`src/rtl/seq_onehot_encoder.sv`:
```
// seq_onehot_encoder
//   Sequential priority encoder. A multi-hot request vector is accepted over a
//   valid/ready handshake. The block then emits the index of every set bit, one
//   index per output beat, in priority order. LSB_FIRST=1 emits the lowest index
//   first and LSB_FIRST=0 emits the highest index first.
//   An all-zero vector produces one beat with out_code=0, out_none=1 and
//   out_last=1.
//
// Parameters
//   N          input vector width (>= 2)
//   W          code width, derived from N (localparam)
//   LSB_FIRST  1: lowest set index first, 0: highest set index first
//
// Ports
//   clk        rising-edge clock
//   rst        asynchronous reset, active-high
//   in_valid   in_data is valid
//   in_ready   block accepts a vector this cycle (registered)
//   in_data    multi-hot request vector
//   out_valid  out_code/out_last/out_none are valid
//   out_ready  consumer takes the current beat
//   out_code   index of the current set bit
//   out_last   final beat of the current vector
//   out_none   latched vector was all-zero
//   out_count  (only with SEQ_ENC_POPCOUNT_EN) number of set bits in the
//              latched vector, held constant for every beat of that vector
//
// Optional feature macro: SEQ_ENC_POPCOUNT_EN
module seq_onehot_encoder #(
  parameter int N = 8,
  parameter bit LSB_FIRST = 1'b1,
  localparam int W = $clog2(N)
) (
  input  logic         clk,
  input  logic         rst,
  input  logic         in_valid,
  output logic         in_ready,
  input  logic [N-1:0] in_data,
  output logic         out_valid,
  input  logic         out_ready,
  output logic [W-1:0] out_code,
  output logic         out_last,
  output logic         out_none
`ifdef SEQ_ENC_POPCOUNT_EN
  ,
  output logic [W:0]   out_count
`endif
);

  localparam logic [0:0] IDLE = 1'b0;
  localparam logic [0:0] EMIT = 1'b1;

  logic [0:0]   state_q,     state_d;
  logic [N-1:0] mask_q,      mask_d;
  logic         in_ready_q,  in_ready_d;
  logic         out_valid_q, out_valid_d;
  logic [W-1:0] out_code_q,  out_code_d;
  logic         out_last_q,  out_last_d;
  logic         out_none_q,  out_none_d;

  // Index of the highest-priority set bit. The loop order makes the winning
  // bit the one written last.
  function automatic logic [W-1:0] pick_index(input logic [N-1:0] v);
    logic [W-1:0] idx;
    idx = '0;
    if (LSB_FIRST) begin
      for (int i = N - 1; i >= 0; i--) begin
        if (v[i]) idx = W'(i);
      end
    end else begin
      for (int i = 0; i < N; i++) begin
        if (v[i]) idx = W'(i);
      end
    end
    return idx;
  endfunction

  // Next-state logic. The mask holds the bits that have not been emitted yet.
  // The mask is only empty while in EMIT when the accepted vector was zero.
  // That case produces the single "none" beat.
  always_comb begin
    state_d = state_q;
    mask_d  = mask_q;
    case (state_q)
      IDLE: begin
        if (in_valid && in_ready_q) begin
          state_d = EMIT;
          mask_d  = in_data;
        end
      end
      EMIT: begin
        if (out_valid_q && out_ready) begin
          if (out_last_q) begin
            state_d = IDLE;
            mask_d  = '0;
          end else begin
            mask_d = mask_q & ~(N'(1) << out_code_q);
          end
        end
      end
      default: begin
        state_d = IDLE;
        mask_d  = '0;
      end
    endcase
  end

  // The outputs are computed from the next mask, so every output is a flop.
  // The accepted vector's first beat appears the cycle after acceptance.
  // x & (x-1) == 0 flags a mask with at most one bit set.
  always_comb begin
    in_ready_d  = (state_d == IDLE);
    out_valid_d = (state_d == EMIT);
    out_code_d  = out_valid_d ? pick_index(mask_d) : '0;
    out_last_d  = out_valid_d && ((mask_d & (mask_d - N'(1))) == '0);
    out_none_d  = out_valid_d && (mask_d == '0);
  end

  always_ff @(posedge clk or posedge rst) begin
    if (rst) begin
      state_q     <= IDLE;
      mask_q      <= '0;
      in_ready_q  <= 1'b0;
      out_valid_q <= 1'b0;
      out_code_q  <= '0;
      out_last_q  <= 1'b0;
      out_none_q  <= 1'b0;
    end else begin
      state_q     <= state_d;
      mask_q      <= mask_d;
      in_ready_q  <= in_ready_d;
      out_valid_q <= out_valid_d;
      out_code_q  <= out_code_d;
      out_last_q  <= out_last_d;
      out_none_q  <= out_none_d;
    end
  end

  assign in_ready  = in_ready_q;
  assign out_valid = out_valid_q;
  assign out_code  = out_code_q;
  assign out_last  = out_last_q;
  assign out_none  = out_none_q;

`ifdef SEQ_ENC_POPCOUNT_EN
  logic [W:0] count_q, count_d;

  function automatic logic [W:0] popcount(input logic [N-1:0] v);
    logic [W:0] c;
    c = '0;
    for (int i = 0; i < N; i++) begin
      c = c + {{W{1'b0}}, v[i]};
    end
    return c;
  endfunction

  // The population count is captured at acceptance and held for the whole
  // vector. It is cleared once the last beat has been taken.
  always_comb begin
    count_d = count_q;
    if (state_q == IDLE && in_valid && in_ready_q) begin
      count_d = popcount(in_data);
    end else if (state_d == IDLE) begin
      count_d = '0;
    end
  end

  always_ff @(posedge clk or posedge rst) begin
    if (rst) begin
      count_q <= '0;
    end else begin
      count_q <= count_d;
    end
  end

  assign out_count = count_q;
`endif

endmodule

```
`config.mk`:
```
export PLATFORM = sky130hd
export DESIGN_NAME = seq_onehot_encoder
export DESIGN_NICKNAME = d
export VERILOG_FILES = /design/src/rtl/seq_onehot_encoder.sv
export SDC_FILE = /design/constraint.sdc
export NUM_CORES = 1
export LEC_CHECK = 0
export BUFFER_PORTS_ARGS = -buffer_cell sky130_fd_sc_hd__buf_2
export CORE_ASPECT_RATIO = 1.1
export CORE_MARGIN = 4
export CORE_UTILIZATION = 52
export DETAILED_ROUTE_END_ITERATION = 6
export GPL_TIMING_DRIVEN = 0
export PLACE_DENSITY = 0.87
export SLEW_MARGIN = 30
export SYNTH_ARGS = -nofsm -noshare
export SYNTH_HDL_FRONTEND = slang
export SYNTH_SLANG_ARGS = --single-unit
```
`constraint.sdc`:
```
create_clock -name clk -period 2.39 [get_ports clk]
set_clock_uncertainty 0.15 [all_clocks]
set_input_delay 0.1195 -clock clk [delete_from_list [all_inputs] [get_ports clk]]
set_output_delay 0.1195 -clock clk [all_outputs]
set_load 0.01 [all_outputs]
```
== Word level (Yosys, flattened, before mapping) ==
Index checks and enable logic that the tools add are counted.

* Register bits after elaboration: 15
* Bits of input ports: 12
* Output and inout port bits: 7
* Word-level logic and storage cells: 36

* Add/sub/neg operators: 1
* Shift-type cells: 1
* Mux-type cells: 17
* Bitwise gates (word level): 5
* Reductions and logical operators: 6

{| class="wikitable"
|+ Operators with widths
! operator !! count
|-
| $mux W3 || 9
|-
| $mux W8 || 3
|-
| $and A8 B8 Y8 || 2
|-
| $logic_not A8 Y1 || 2
|-
| $pmux W8 S2 || 1
|-
| $not A8 Y8 || 1
|-
| $shl A1 B3 Y8 const A || 1
|-
| $sub A8 B1 Y8 const B || 1
|-
| $logic_and A1 B1 Y1 || 4
|-
| $mux W1 || 3
|-
| $not A1 Y1 || 2
|-
| $pmux W1 S2 || 1
|}

== Longest topological paths before layout ==
* Depth in word-level cells: 15
* Mapped depth: 7
* Gate-level depth less buffers: 6

== Least setup slack after synthesis ==
OpenSTA, ideal clock, no wires.

* Path kind: register to register
* Start: register in_ready_q (netlist: in_ready)
* End: register out_code_q[2] (netlist: out_code[2])
* Library setup time: 0.118 ns
* Arrival time: 1.536 ns
* Required time: 2.122 ns
* Slack: 0.586 ns
* Stages on the path, launching flop included: 6
* Path buffers: 0
* Clock period less this slack: 1.804 ns
* Cell sequence: dfrtp_1 > nand2_2 > mux2i_1 > o2111ai_1 > or3_1 > nor2b_1

* Cells in the longest elaborated chain, start to end: 12
* Elaborated cells between the ends (all ways): 14
* Those cells by class: 13 x mux; 1 x reduce/logical

{| class="wikitable"
|+ RTL lines
! what !! line !! RTL
|-
| start, declared || 55 || <nowiki>logic in_ready_q, in_ready_d;</nowiki>
|-
| start signal, assigned || 131 || <nowiki>in_ready_q <= in_ready_d;</nowiki>
|-
| $logic_and A1 B1 Y1 * || 86 || <nowiki>if (in_valid && in_ready_q) begin</nowiki>
|-
| $mux W8 || 86 ||
|-
| $pmux W8 S2 || 84 || <nowiki>case (state_q)</nowiki>
|-
| $mux W3 (8 in series) || 68 || <nowiki>if (v[i]) idx = W'(i);</nowiki>
|-
| $mux W3 * || 114 || <nowiki>out_code_d = out_valid_d ? pick_index(mask_d) : '0;</nowiki>
|-
| net out_code_d[2] || 57 || <nowiki>logic [W-1:0] out_code_q, out_code_d;</nowiki>
|-
| end signal, assigned || 133 || <nowiki>out_code_q <= out_code_d;</nowiki>
|-
| end, declared || 57 ||
|}

Mark *: on every way through the listed nets, which the timed path passes. The rest lies on a longest branch.

== Worst setup path in the final report ==
* Start: register in_ready_q (netlist: in_ready)
* End: register out_last_q (netlist: out_last)

* Cells in the longest elaborated chain, start to end: 7
* Elaborated cells between the ends (all ways): 9
* Those cells by class: 1 x add/sub; 4 x mux; 1 x bitwise; 3 x reduce/logical

{| class="wikitable"
|+ RTL lines
! what !! line !! RTL
|-
| $logic_and A1 B1 Y1 * || 86 ||
|-
| $mux W8 * || 86 ||
|-
| $pmux W8 S2 * || 84 ||
|-
| net mask_d[1] || 54 || <nowiki>logic [N-1:0] mask_q, mask_d;</nowiki>
|-
| $sub A8 B1 Y8 || 115 || <nowiki>out_last_d = out_valid_d && ((mask_d & (mask_d - N'(1))) == '0);</nowiki>
|-
| $and A8 B8 Y8 * || 115 ||
|-
| $logic_not A8 Y1 * || 115 ||
|-
| $logic_and A1 B1 Y1 * || 115 ||
|-
| net out_last_d || 58 || <nowiki>logic out_last_q, out_last_d;</nowiki>
|-
| end signal, assigned || 134 || <nowiki>out_last_q <= out_last_d;</nowiki>
|-
| end, declared || 58 ||
|}

Marked as above.

==> flow_summary.json <==
{
  "holdWs_ns": 0.0889,
  "vias": 783,
  "postSynthAreaPerCell_um2": 10.3,
  "antenna_left": 0,
  "post-route-period-util_pct": 90.7,
  "switching_power_mw": 0.673,
  "synth_warnings": 0,
  "grt_pass1_wl_mm": 3.55,
  "end_kind": "flip-flop",
  "grt_antenna_before_repair": 0,
  "rsz0062_at_grt": "false",
  "dp.cells": 119,
  "num_antenna_cells": 0,
  "cts.sinks": 15,
  "slew_headroom_pct": 63.2,
  "cts_tree": "built",
  "p_per_area_mw_per_mm2": 1410,
  "cts_buffers": 3,
  "final_cells": 124,
  "core_region_area_mm2": 0.00158,
  "rows": 15,
  "p_clk_share_pct": 10.1,
  "routed_wl_mm": 2.09,
  "fmax_mhz": 461,
  "seq_area_frac_synth_pct": 43.4,
  "worstSetupPathType": "flip-flop to flip-flop",
  "area_growth_pct": 17.1,
  "worstPathMaxFanout": 8,
  "grt.total_usage_pct": 20.8,
  "power_leakage_nw": 0.489,
  "port_buffers": 18,
  "synth_cells": 84,
  "initial_utilization_pct": 54.9,
  "synthArstFlopShare_pct": 100,
  "fin_tns_setup_ns": 0,
  "ys_ff_latch": 15,
  "grt_overflow": 0,
  "dpl.hpwl_mm": 1.50,
  "yosys-top-cells-area": "dfrtp_1 (43%), mux2i_1 (6.9%), o211ai_1 (5.2%)",
  "syn-num-nets": 96,
  "clockBufferDepth": 2,
  "dieArea_mm2": 0.00238,
  "status": "finished clean",
  "dr.pass1.iters": 4,
  "setup_viol": 0,
  "layout-drive-gt1-share_pct": 31.8,
  "die_y_um": 50.8,
  "ys.flop_type": "dfrtp_1",
  "vias_per_cell": 6.31,
  "ios": 19,
  "finalNetCount": 120,
  "cts.htree.levels": 1,
  "netSwitchingFraction_pct": 47.0,
  "yosysUniqueCellTypes": 37,
  "slew_viol_final": 0,
  "grt_pass1_vias": 785,
  "fin_crit_ns": 2.17,
  "cts_root_buf": "clkbuf_4",
  "gp_congestion": 0.877,
  "cp.required_ns": 2.43,
  "post-route-drc-count": 0,
  "clk_pin_slew_ns": 0.09,
  "finalPower_mw": 1.43,
  "drt-initial-drc-count": 32,
  "internal_power_mw": 0.758,
  "arrival_ns": 2.20,
  "routedWlPerCell_um": 16.8,
  "tightest_slew_ns": 0.552,
  "hp-class": "input port to flip-flop",
  "p_seq_share_pct": 31.2,
  "synthesis.area_um2": 866,
  "crit_path_start_kind": "flip-flop",
  "vdd_drop_max_v": 0.000935,
  "cap_violations": 0,
  "grt_max_degree": 16,
  "cts_resized": 0,
  "synth_top_cell_by_area": "dfrtp_1",
  "netlist.area_leader.share_pct": 43.4,
  "synth_edf_count": 0,
  "p_comb_share_pct": 58.7,
  "hold_viol_final": 0,
  "dieWidth_um": 46.9,
  "clkLatencyLatePin_ns": 0.28
}
placed cells by master, fill, tap and decap left out, types with 2 or more instances in the layout:
cell type and instances:
o21bai_1 2, nand2b_1 2, inv_1 4, nand3_1 2, o21ai_1 2, o21ai_2 4
dfrtp_1 15, o211ai_1 6, a21oi_1 5, nand2_1 2, o21ai_0 4, nor2_1 6
buf_2 18, mux2i_1 6, clkbuf_4 3
repair_timing:
action                                 CTS  global route
buffers inserted                         0             0
hold buffers                             1             0
endpoints found under the hold margin   15             0
registers in the layout (all words and copies together) (netlist names):
name and flops:
out_code 3, out_valid 1, mask_q 8, out_last 1
out_none 1, in_ready 1
per-stage QoR:
step                cell area [µm²]  setup WS (ns)  utilization (%)
detailed placement              977          0.388             62.0
global route                   1010         0.0977             64.3
CTS                            1010          0.289             64.3
finish                         1010          0.222             64.3
floorplan                       866          0.586                -
global placement                977          0.465             62.0
critical path: stages (launching register included):
cell     delay [ns]
dfrtp_1        0.43
nand2_2        0.23
mux2i_1        0.32
o21ai_2        0.16
nor4_2         0.36
a22oi_1        0.17
a21oi_1        0.25
metal layers:
metal | global-route usage, % | wire (µm)
met2 | 31.7 | 1020
met1 | 25.9 | 816
met4 | 14.7 | 125
met5 | 0 | 0
met3 | 2.87 | 124
synthesized netlist by cell type (2+ instances only):
master,n
dfrtp_1,15
mux2i_1,6
nor2_1,6
o211ai_1,6
a21oi_1,5
inv_1,4
o21ai_0,4
o21ai_2,4
nand2_1,2
nand2b_1,2
nand3_1,2
o21ai_1,2
o21bai_1,2
final cells by class:
type	count	area, µm²
multi-input combinational	64	468
tap	17	21.3
clock buffer	4	26.3
buffer	1	7.51
fill	136	563
timing repair buffer	19	100
inverter	4	15.0
sequential	15	375
cells by family (layout without fill, tap and decap cells):
group | after synthesis | in the layout | synth area share, %
buf+inv | 5 | 28 | 2.60
simple gates | 22 | 22 | 14.7
compound gates | 35 | 35 | 31.1
flops | 15 | 15 | 43.4
mux | 7 | 7 | 8.24
final timing paths:
check / from / end / slack, ns / cells past startpoint
max: in_ready / out_last / 0.22 / 6
min: in_data[6] / mask_q[6] / 0.09 / 3
max reg2reg: in_ready / out_last / 0.22 / 6
min reg2reg: mask_q[4] / mask_q[4] / 0.48 / 1
max in group asynchronous: rst / in_ready / 1.47 / 3
min in group asynchronous: rst / mask_q[7] / 0.26 / 3
power groups by stage:
stage	Combinational (mW)	Sequential, mW	Clock (mW)
2_1_floorplan	0.591	0.455	0
3_3_place_gp	0.777	0.443	0
3_5_place_dp	0.801	0.451	0
4_1_cts	0.820	0.446	0.146
5_1_grt	0.926	0.461	0.154
6_report	0.840	0.446	0.145
Power figures use the tool's default switching activity.
